===== src/rtl/bram_port_arbiter.sv =====
// bram_port_arbiter: shares BRAM port B between two requesters, r0 wins ties.
// Define BRAM_ARB_STARVE_GUARD_EN to force r1 through after STARVE_LIMIT denials.
module bram_port_arbiter #(
  parameter int ADDR_W       = 16,
  parameter int DATA_W       = 32,
  parameter int READ_LATENCY = 2,
  parameter int STARVE_LIMIT = 8
) (
  input  logic              clk_in,
  input  logic              rst_in,
  input  logic              r0_valid_in,
  output logic              r0_ready_out,
  input  logic [ADDR_W-1:0] r0_addr_in,
  input  logic              r0_we_in,
  input  logic [DATA_W-1:0] r0_wdata_in,
  output logic              r0_rvalid_out,
  output logic [DATA_W-1:0] r0_rdata_out,
  input  logic              r1_valid_in,
  output logic              r1_ready_out,
  input  logic [ADDR_W-1:0] r1_addr_in,
  input  logic              r1_we_in,
  input  logic [DATA_W-1:0] r1_wdata_in,
  output logic              r1_rvalid_out,
  output logic [DATA_W-1:0] r1_rdata_out,
  output logic [ADDR_W-1:0] mem_addr_out,
  output logic              mem_en_out,
  output logic              mem_we_out,
  output logic [DATA_W-1:0] mem_wdata_out,
  input  logic [DATA_W-1:0] mem_rdata_in
);

  logic                    forced;
  logic                    r0_xfer;
  logic                    r1_xfer;
  logic                    push_v;
  logic                    push_id;
  logic [READ_LATENCY-1:0] tag_v;
  logic [READ_LATENCY-1:0] tag_id;
  logic                    tail_v;
  logic                    tail_id;

`ifdef BRAM_ARB_STARVE_GUARD_EN
  localparam int CNT_W = $clog2(STARVE_LIMIT + 1);

  logic [CNT_W-1:0] starve_cnt;

  always_ff @(posedge clk_in or negedge rst_in) begin
    if (!rst_in) begin
      starve_cnt <= '0;
    end else if (r1_xfer || !r1_valid_in) begin
      starve_cnt <= '0;
    end else if (starve_cnt != CNT_W'(STARVE_LIMIT)) begin
      starve_cnt <= starve_cnt + 1'b1;
    end
  end

  assign forced = (starve_cnt == CNT_W'(STARVE_LIMIT));
`else
  // strict r0 priority: the limit can never be reached
  assign forced = (STARVE_LIMIT < 0);
`endif

  assign r0_ready_out = rst_in & ~forced;
  assign r1_ready_out = rst_in & (~r0_valid_in | forced);

  assign r0_xfer = r0_valid_in & r0_ready_out;
  assign r1_xfer = r1_valid_in & r1_ready_out & ~r0_xfer;

  assign push_v  = (r0_xfer & ~r0_we_in) | (r1_xfer & ~r1_we_in);
  assign push_id = r1_xfer;

  assign tail_v  = tag_v[READ_LATENCY-1];
  assign tail_id = tag_id[READ_LATENCY-1];

  always_ff @(posedge clk_in or negedge rst_in) begin
    if (!rst_in) begin
      mem_addr_out  <= '0;
      mem_en_out    <= 1'b0;
      mem_we_out    <= 1'b0;
      mem_wdata_out <= '0;
    end else if (r0_xfer) begin
      mem_addr_out  <= r0_addr_in;
      mem_en_out    <= 1'b1;
      mem_we_out    <= r0_we_in;
      mem_wdata_out <= r0_wdata_in;
    end else if (r1_xfer) begin
      mem_addr_out  <= r1_addr_in;
      mem_en_out    <= 1'b1;
      mem_we_out    <= r1_we_in;
      mem_wdata_out <= r1_wdata_in;
    end else begin
      mem_en_out    <= 1'b0;
      mem_we_out    <= 1'b0;
    end
  end

  // tag entries follow each access through the BRAM read pipeline
  always_ff @(posedge clk_in or negedge rst_in) begin
    if (!rst_in) begin
      tag_v  <= '0;
      tag_id <= '0;
    end else begin
      tag_v[0]  <= push_v;
      tag_id[0] <= push_id;
      for (int i = 1; i < READ_LATENCY; i++) begin
        tag_v[i]  <= tag_v[i-1];
        tag_id[i] <= tag_id[i-1];
      end
    end
  end

  always_ff @(posedge clk_in or negedge rst_in) begin
    if (!rst_in) begin
      r0_rvalid_out <= 1'b0;
      r1_rvalid_out <= 1'b0;
      r0_rdata_out  <= '0;
      r1_rdata_out  <= '0;
    end else begin
      r0_rvalid_out <= tail_v & ~tail_id;
      r1_rvalid_out <= tail_v & tail_id;
      if (tail_v && !tail_id) r0_rdata_out <= mem_rdata_in;
      if (tail_v && tail_id)  r1_rdata_out <= mem_rdata_in;
    end
  end

endmodule


===== config.mk =====
export PLATFORM = sky130hd
export DESIGN_NAME = bram_port_arbiter
export DESIGN_NICKNAME = d
export VERILOG_FILES = /design/src/rtl/bram_port_arbiter.sv
export SDC_FILE = /design/constraint.sdc
export NUM_CORES = 1
export LEC_CHECK = 0
export BUFFER_PORTS_ARGS = -buffer_cell sky130_fd_sc_hd__buf_2
export CORE_ASPECT_RATIO = 0.9
export CORE_MARGIN = 8
export CORE_UTILIZATION = 46
export DETAILED_ROUTE_END_ITERATION = 10
export PLACE_DENSITY = 0.8
export SYNTH_ARGS = -nofsm -noshare
export SYNTH_HDL_FRONTEND = slang
export SYNTH_SLANG_ARGS = --single-unit

===== constraint.sdc =====
create_clock -name clk_in -period 1.74 [get_ports clk_in]
set_input_delay 0.261 -clock clk_in [delete_from_list [all_inputs] [get_ports clk_in]]
set_output_delay 0.261 -clock clk_in [all_outputs]
set_load 0.01 [all_outputs]

Word level (Yosys, flattened, before mapping)
Cells that the tools add are included.
{ "op_classes": {"n_addsub": 0, "n_mul": 0, "div": 0, "order_cmp": 0, "n_eq_ne": 0, "shifts": 0, "muxes": 8, "bitwise_logic": 14, "n_reduce_logical": 4} }
{ "ops": {"columns": ["cell", "n"], "rows": [
  ["$mux W32", 2],
  ["$mux W16", 2],
  ["$and A1 B1 Y1", 8],
  ["$not A1 Y1", 5],
  ["$mux W1", 4],
  ["$logic_and A1 B1 Y1", 2],
  ["$reduce_bool A2 Y1", 1],
  ["$logic_not A1 Y1", 1],
  ["$or A1 B1 Y1", 1]
]} }
{ "word_totals": {"register_bits": 120, "latchBits": 0, "ram_bits": 0, "romBits": 0, "inputBits": 134, "word_cells": 36, "mem_count": 0} }

Logic depth before layout (Yosys ltp)
Gate-level depths: netlist of run 1.
{ "logic_depth": {"depth_word": 6, "depth_mapped": 4, "mapped_depth_nobuf": 2} }

Worst setup path before layout of run 1
No wires, ideal clock.
{ "synth_path": {"path_kind": "register to register", "from": "reg tag_id[1]", "to": "reg r0_rdata_out[10]", "setup_ns": 0.125, "arrival_ns": 1.138, "required_ns": 1.615, "setup_slack_ns": 0.477, "stages_incl_launch_ff": 5, "path_cell_list": "dfrtp_1 > nor2b_1 > buf_2 > buf_2 > mux2_2"} }
{ "synth_between": {"elab_chain_cells": 2} }
{ "synth_lines": {"columns": ["item", "line", "text"], "rows": [
  ["from (decl)", "38", "logic [READ_LATENCY-1:0] tag_id;"],
  ["from (signal, indexed assignment)", "107", "tag_id[i] <= tag_id[i-1];"],
  ["$logic_not A1 Y1", "121", "if (tail_v && !tail_id) r0_rdata_out <= mem_rdata_in;"],
  ["$logic_and A1 B1 Y1", "121", null],
  ["to (signal assigned)", "121", null],
  ["to (decl)", "17", "output logic [DATA_W-1:0] r0_rdata_out,"]
]} }
No other way between the ends.
A chain may end at the register's enable or synchronous reset.

Worst setup path in the final report of run 1
{ "layout_path": {"from": "in r0_valid_in", "to": "reg mem_wdata_out[26]"} }
{ "layout_between": {"elab_chain_cells": 5, "elab_cells_between_ends": 8} }
{ "layout_lines": {"columns": ["item", "line", "text"], "rows": [
  ["from (decl)", "11", "input logic r0_valid_in,"],
  ["$not A1 Y1", "64", "assign r1_ready_out = rst_in & (~r0_valid_in | forced);"],
  ["$and A1 B1 Y1", "64", null],
  ["$and A1 B1 Y1 (2 in series)", "67", "assign r1_xfer = r1_valid_in & r1_ready_out & ~r0_xfer;"],
  ["$reduce_bool A2 Y1 (no source line)", null, null],
  ["to (signal assigned)", "85", "mem_wdata_out <= r0_wdata_in;"],
  ["to (signal assigned)", "90", "mem_wdata_out <= r1_wdata_in;"],
  ["to (decl)", "28", "output logic [DATA_W-1:0] mem_wdata_out,"]
]} }
Several ways; a longest one is shown, not always the timed one.

==> results of run 1 <==
==> sequential cells by signal, summed over array words and instances (netlist names) <==
signal         flops
mem_we_out         1
mem_en_out         1
r0_rvalid_out      1
mem_addr_out      16
mem_wdata_out     32
tag_id             2
r1_rvalid_out      1
tag_v              2
r1_rdata_out      32
r0_rdata_out      32
==> power by group through the flow <==
stage,combinational [W],clock [W],sequential (W)
after floorplan,0.000630,0,0.00382
after global placement,0.00175,0,0.00356
after detailed placement,0.00181,0,0.00359
after CTS,0.00182,0.00395,0.00355
after global routing,0.00196,0.00409,0.00361
final,0.00179,0.00389,0.00355
==> cell usage in the layout, fill, tap and decap left out <==
| cell type | count |
|---|---|
| nor2b_2 | 1 |
| dlygate4sd3_1 | 1 |
| clkbuf_8 | 1 |
| nand3b_1 | 1 |
| clkbuf_16 | 17 |
| mux2_2 | 64 |
| a21boi_0 | 1 |
| nor2b_4 | 1 |
| o21a_1 | 1 |
| inv_6 | 2 |
| and2_1 | 1 |
| a222oi_1 | 48 |
| and2_2 | 1 |
| buf_2 | 250 |
| o21ai_4 | 1 |
| inv_1 | 98 |
| clkinvlp_4 | 1 |
| dfrtp_1 | 120 |
| nand2_1 | 2 |
| bufinv_16 | 5 |
| nor2b_1 | 49 |
| buf_12 | 7 |
| nor3b_1 | 1 |
| buf_4 | 4 |
| diode_2 | 1 |
| clkbuf_1 | 1 |
| clkinv_4 | 5 |
==> stage by stage <==
step / cells / worst slack [ns] / hold slack, ns / util
final: 818 / 0.4707 / -0.05922 / 0.6689
after floorplan: 419 / 0.4775 / -0.03459 / -
after detailed placement: 782 / 0.05153 / 0.3397 / 0.6028
after global placement: 782 / 0.1464 / 0.3339 / 0.6028
after global routing: 817 / 0.3922 / -0.03272 / 0.6686
after CTS: 817 / 0.4614 / -0.06211 / 0.6686
==> layer usage <==
layer	track usage	wire length, um	share of wire	vias to the layer above
met1	0.2331	5934	0.41	2005
met5	0	16	0.0011	-
met3	0.08004	1461	0.10	13
met4	0.05780	118	0.0081	2
met2	0.3329	7000	0.48	228
li1	-	-	-	1931
==> critical path, cell delays in order <==
cell	delay, ns
buf_2	0.19
and2_2	0.78
a222oi_1	0.20
==> cells by family after synthesis <==
kind of cell | after synthesis | synth area share
buf+inv | 127 | 0.1009
flops | 120 | 0.5892
mux | 64 | 0.1414
simple gates | 57 | 0.06948
compound gates | 51 | 0.09895
==> worst paths after layout <==
| kind | from | end | slack [ns] | cells past startpoint |
|---|---|---|---|---|
| worst max-delay path | r0_valid_in | mem_wdata_out[26] | 0.47 | 3 |
| max in group asynchronous | rst_in | mem_wdata_out[26] | 1.00 | 4 |
| min in group clk_in | r0_wdata_in[4] | mem_wdata_out[4] | 0.10 | 3 |
| worst min-delay path | rst_in | mem_wdata_out[5] | -0.06 | 2 |
| worst min register to register | tag_id[0] | tag_id[1] | 0.35 | 0 |
| worst max register to register | tag_id[1] | r0_rdata_out[18] | 0.47 | 3 |
==> area by class of cell <==
cell class	instances	area, um^2
Multi-Input combinational cell	172	1598
Clock inverter	13	219.0
Timing Repair Buffer	262	1431
Fill cell	814	3580
Sequential cell	120	3003
Clock buffer	19	442.9
Tap cell	133	166.4
Antenna cell	1	2.502
Inverter	98	367.9
==> run_results.csv, run 1 <==
group,metric,value,unit
outcome,outcome,"finished, violations left",
outcome,failed_checks,"hold timing",
sta,fin_hold_ws,-0.05922,ns
global_route,grt_pass1_wl,23400,um
routing,via_per_inst,5.109,
power_and_ir_drop,intPower,0.006791,W
sta,min_period,1.269,ns
power_and_ir_drop,power_density,1276,nW/um^2
clock_network,postCtsHoldBufs,3,
clock_network,clk_transition_reported_paths,0.05,ns
worst_setup_path,critPathKind,"in -> reg",
power_and_ir_drop,max-vdd-ir-drop,0.5045,mV
sta,tightestPinTransition,0.9392,ns
floorplanning,rows,36,
synthesis,synth_area_leaders,"dfrtp_1 (59%), mux2_2 (14%), a222oi_1 (9.4%)",
clock_network,cts_made_buffers,17,
finish,area_growth,41.89,%
synthesis,synth_fp_nets,553,
synthesis,yosysTopAreaCellShare,0.5892,
clock_network,cts.repair.resized,0,
worst_setup_path,end_kind,"register",
floorplanning,die_w,127.0,um
worst_setup_path,worst_ep_required_time,1.94,ns
clock_network,cts_max_level,4,
synthesis,synthArstFlopShare,1.000,
global_route,grt-ovfl-total,0,
power_and_ir_drop,switching_power,0.002432,W
power_and_ir_drop,pwr-share-clk,0.421,
synthesis,syn_area_per_cell,12.16,um^2
finish,final_nets,805,
floorplanning,die_height,115.9,um
sta,rsz0062_at_grt,"false",
finish,design_area,7231,um^2
worst_setup_path,cp.arrival,1.47,ns
sta,hold_viol,66,
synthesis,synth_ff_type,"dfrtp_1",
power_and_ir_drop,combPwrFrac,0.194,
clock_network,cts-root-buf,"clkbuf_16",
sta,setup_tns,0,ns
run,drv_cap,0,
synthesis,synth.distinct_cells,16,
synthesis,synth_area,5096,um^2
sta,maxSlewHeadroom,0.3739,
clock_network,numClockSinks,120,
clock_network,cts_setup_buffers,0,
global_route,antenna_found_initial,1,
hold_path,hp-class,"in -> async",
clock_network,clock_latency,0.40,ns
floorplanning,io_pins,252,
synthesis,synth_most_common_cell,"dfrtp_1",
power_and_ir_drop,seq_power_share,0.384,
sta,finalSetupViolCount,0,
placement,placed_area,6516,um^2
global_route,grt_usage,0.1992,
placement,port_buffers,251,
synthesis,netlist_top_cells_count,"dfrtp_1 (120), inv_1 (98), mux2_2 (64)",
routing,drc,0,
routing,via_count,4179,
placement,hpwlAfterDp,10750,um
floorplanning,core_area,10810,um^2
power_and_ir_drop,p_leak,3.846,nW
global_route,grt_max_degree,71,
routing,final_antenna_net_count,0,
sta,fin_crit_sh,0.7295,
routing,wl_per_cell,17.76,um
power_and_ir_drop,finalPower,0.009223,W
synthesis,ys_ff_latch,120,
sta,slew_viol_final,0,
global_route,first_global_vias,4647,
worst_setup_path,crit_fanout,48,
sta,fmax,787.9,MHz
finish,drive_gt1_frac,0.5263,
power_and_ir_drop,switching_share,0.2637,
clock_network,cts_max_path_buffers,2,
synthesis,ys_seq_area_frac,0.5892,
synthesis,synth_edf_count,0,
floorplanning,initial_core_util,0.4714,
placement,place_congestion,0.7752,
sta,final.setup_skew,0.005868,ns
clock_network,cts_tree,"done",
floorplanning,die_area,14710,um^2
routing,drt_iter0_drc,397,
synthesis,synthCells,419,
synthesis,synth_area_leader_cell,"dfrtp_1",
routing,routed_wl,14530,um
synthesis,yosys_warnings,0,
routing,firstDrtPassIters,7,
worst_setup_path,crit_path_start_kind,"input pin",
Note: power is estimated with default switching activity, not from simulation.
==> run 2, diff against run 1 <==
- clock period: 1.74 -> 1.2 ns (I/O delays scaled with it)
==> run_results.csv, run 2 (same netlist as run 1, synthesis figures left out) <==
group,metric,value,unit
outcome,outcome,"finished, violations left",
outcome,failed_checks,"hold timing, setup timing",
floorplanning,die_height,115.9,um
sta,final.setup_skew,0.005087,ns
sta,fmax,792.9,MHz
clock_network,cts_max_level,4,
routing,final_antenna_net_count,0,
sta,hold_viol,5,
global_route,grt_use_met3,0.1182,
worst_setup_path,r2r_cells,3,
global_route,grt_max_degree,72,
worst_setup_path,cp.arrival,1.55,ns
worst_setup_path,worst_ep_required_time,1.49,ns
global_route,first_global_vias,4757,
sta,fin_hold_ws,-0.002020,ns
worst_setup_path,critPathKind,"reg -> reg",
worst_setup_path,r2r-start,"tag_id[1]",
floorplanning,core_area,10810,um^2
sta,rsz0062_at_grt,"true",
clock_network,clock_latency,0.41,ns
routing,firstDrtPassIters,5,
routing,drc,0,
finish,drive_gt1_frac,0.5105,
sta,min_period,1.261,ns
global_route,grt_pass1_wl,24410,um
sta,tightestPinTransition,0.7938,ns
global_route,busiest_layer,"met2",
power_and_ir_drop,p_leak,3.913,nW
routing,routed_wl,15780,um
clock_network,cts_max_path_buffers,2,
global_route,grt_usage,0.2116,
finish,postLayoutCoreUtil,0.6862,
placement,hpwlAfterDp,11210,um
run,drv_cap,0,
sta,timing.final.ws_setup,-0.06115,ns
finish,final_nets,832,
sta,finalSetupViolCount,45,
global_route,antenna_found_initial,3,
finish,antenna_cells,0,
global_route,grt-ovfl-total,0,
routing,via_count,4372,
worst_setup_path,crit_path_end,"r0_rdata_out[7]",
placement,dp_slack,-0.05316,ns
floorplanning,io_pins,252,
sta,setup_tns,-1.485,ns
placement,placed_cells,787,
floorplanning,die_area,14710,um^2
clock_network,numClockSinks,120,
routing,drt_iter0_drc,355,
finish,reg_top3,"mem_wdata_out (32), r0_rdata_out (32), r1_rdata_out (32)",
finish,layout.cells.non_filler,844,
global_route,grt.met2_usage,0.3502,
clock_network,cts_made_buffers,17,
power_and_ir_drop,finalPower,0.01259,W
worst_setup_path,crit_path_start_kind,"register",
floorplanning,die_w,127.0,um
sta,fin_crit_sh,1.051,
worst_setup_path,cp-startpoint,"tag_id[1]",
worst_setup_path,r2r-end,"r0_rdata_out[7]",
clock_network,cts_tree,"done",
clock_network,clk_transition_reported_paths,0.06,ns
floorplanning,rows,36,
hold_path,hp-class,"in -> async",
worst_setup_path,crit_fanout,33,
placement,place_congestion,0.8090,
finish,final_cell_mix,"buf_2 (250), dfrtp_1 (120), inv_1 (98), mux2_2 (63), nor2b_1 (49)",
power_and_ir_drop,power_density,1697,nW/um^2
finish,layout_commonest_cell,"buf_2",
worst_setup_path,r2r_slack,-0.06,ns
power_and_ir_drop,max-vdd-ir-drop,1.508,mV
placement,port_buffers,251,
sta,slew_viol_final,0,
clock_network,cts-root-buf,"clkbuf_16",
routing,wl_per_cell,18.70,um
floorplanning,initial_core_util,0.4714,
routing,via_per_inst,5.180,
sta,maxSlewHeadroom,0.4690,
global_route,gr-usage-met1,0.2259,
worst_setup_path,end_kind,"register",
finish,area_growth,45.57,%
## run 2: report_power, final
| group | internal [W] | switching [W] | leakage, nW |
|---|---|---|---|
| logic | 0.00137 | 0.00133 | 2.27 |
| clock network | 0.00282 | 0.00189 | 0.261 |
| registers | 0.00478 | 0.000408 | 1.38 |
## run 2: repair_timing
action / in CTS / in global routing
hold buffers: 25 / 1
endpoints found under the hold margin: 40 / 17
setup endpoints to repair: 48 / 78
setup buffers: 0 / 0
resized for setup: 0 / 1
## run 2: area by class of cell
class	instances	area, um^2
fill	764	3392
clock inverter	12	95.09
clock buffer	20	466.7
multi-input combinational	172	1600
timing repair buffer	289	1719
sequential	120	3003
tap	133	166.4
inverter	98	367.9
## run 2: worst min path at each step
stage / from / end / slack (ns) / cells past startpoint
after CTS: rst_in / mem_wdata_out[8] / 0.00006 / 3
after global routing: r0_addr_in[0] / mem_addr_out[0] / 0.0008 / 3
final: rst_in / mem_wdata_out[3] / -0.002 / 3
after detailed placement: rst_in / mem_wdata_out[21] / 0.23 / 2
after global placement: rst_in / mem_wdata_out[22] / 0.22 / 2
after floorplan: rst_in / mem_addr_out[0] / -0.12 / 0
## run 2: routing by layer
layer | up-vias | wire, um
met3 | 33 | 1955
met5 | - | 32
met1 | 2109 | 5903
met4 | 6 | 257
met2 | 251 | 7636
li1 | 1973 | -
## run 2: worst max-delay path: stages (launching register included)
cell	delay (ns)
dfrtp_1	0.38
nor2b_2	0.16
buf_12	0.23
mux2_2	0.37
## run 2: metrics by stage
| stage | hold WS [ns] | cell area [um^2] |
|---|---|---|
| 4_1_cts | 0.00005826 | 7415 |
| 3_5_place_dp | 0.2297 | 6603 |
| 3_3_place_gp | 0.2221 | 6603 |
| 5_1_grt | 0.0008100 | 7418 |
| 2_1_floorplan | -0.1156 | 5104 |
| 6_report | -0.002020 | 7418 |
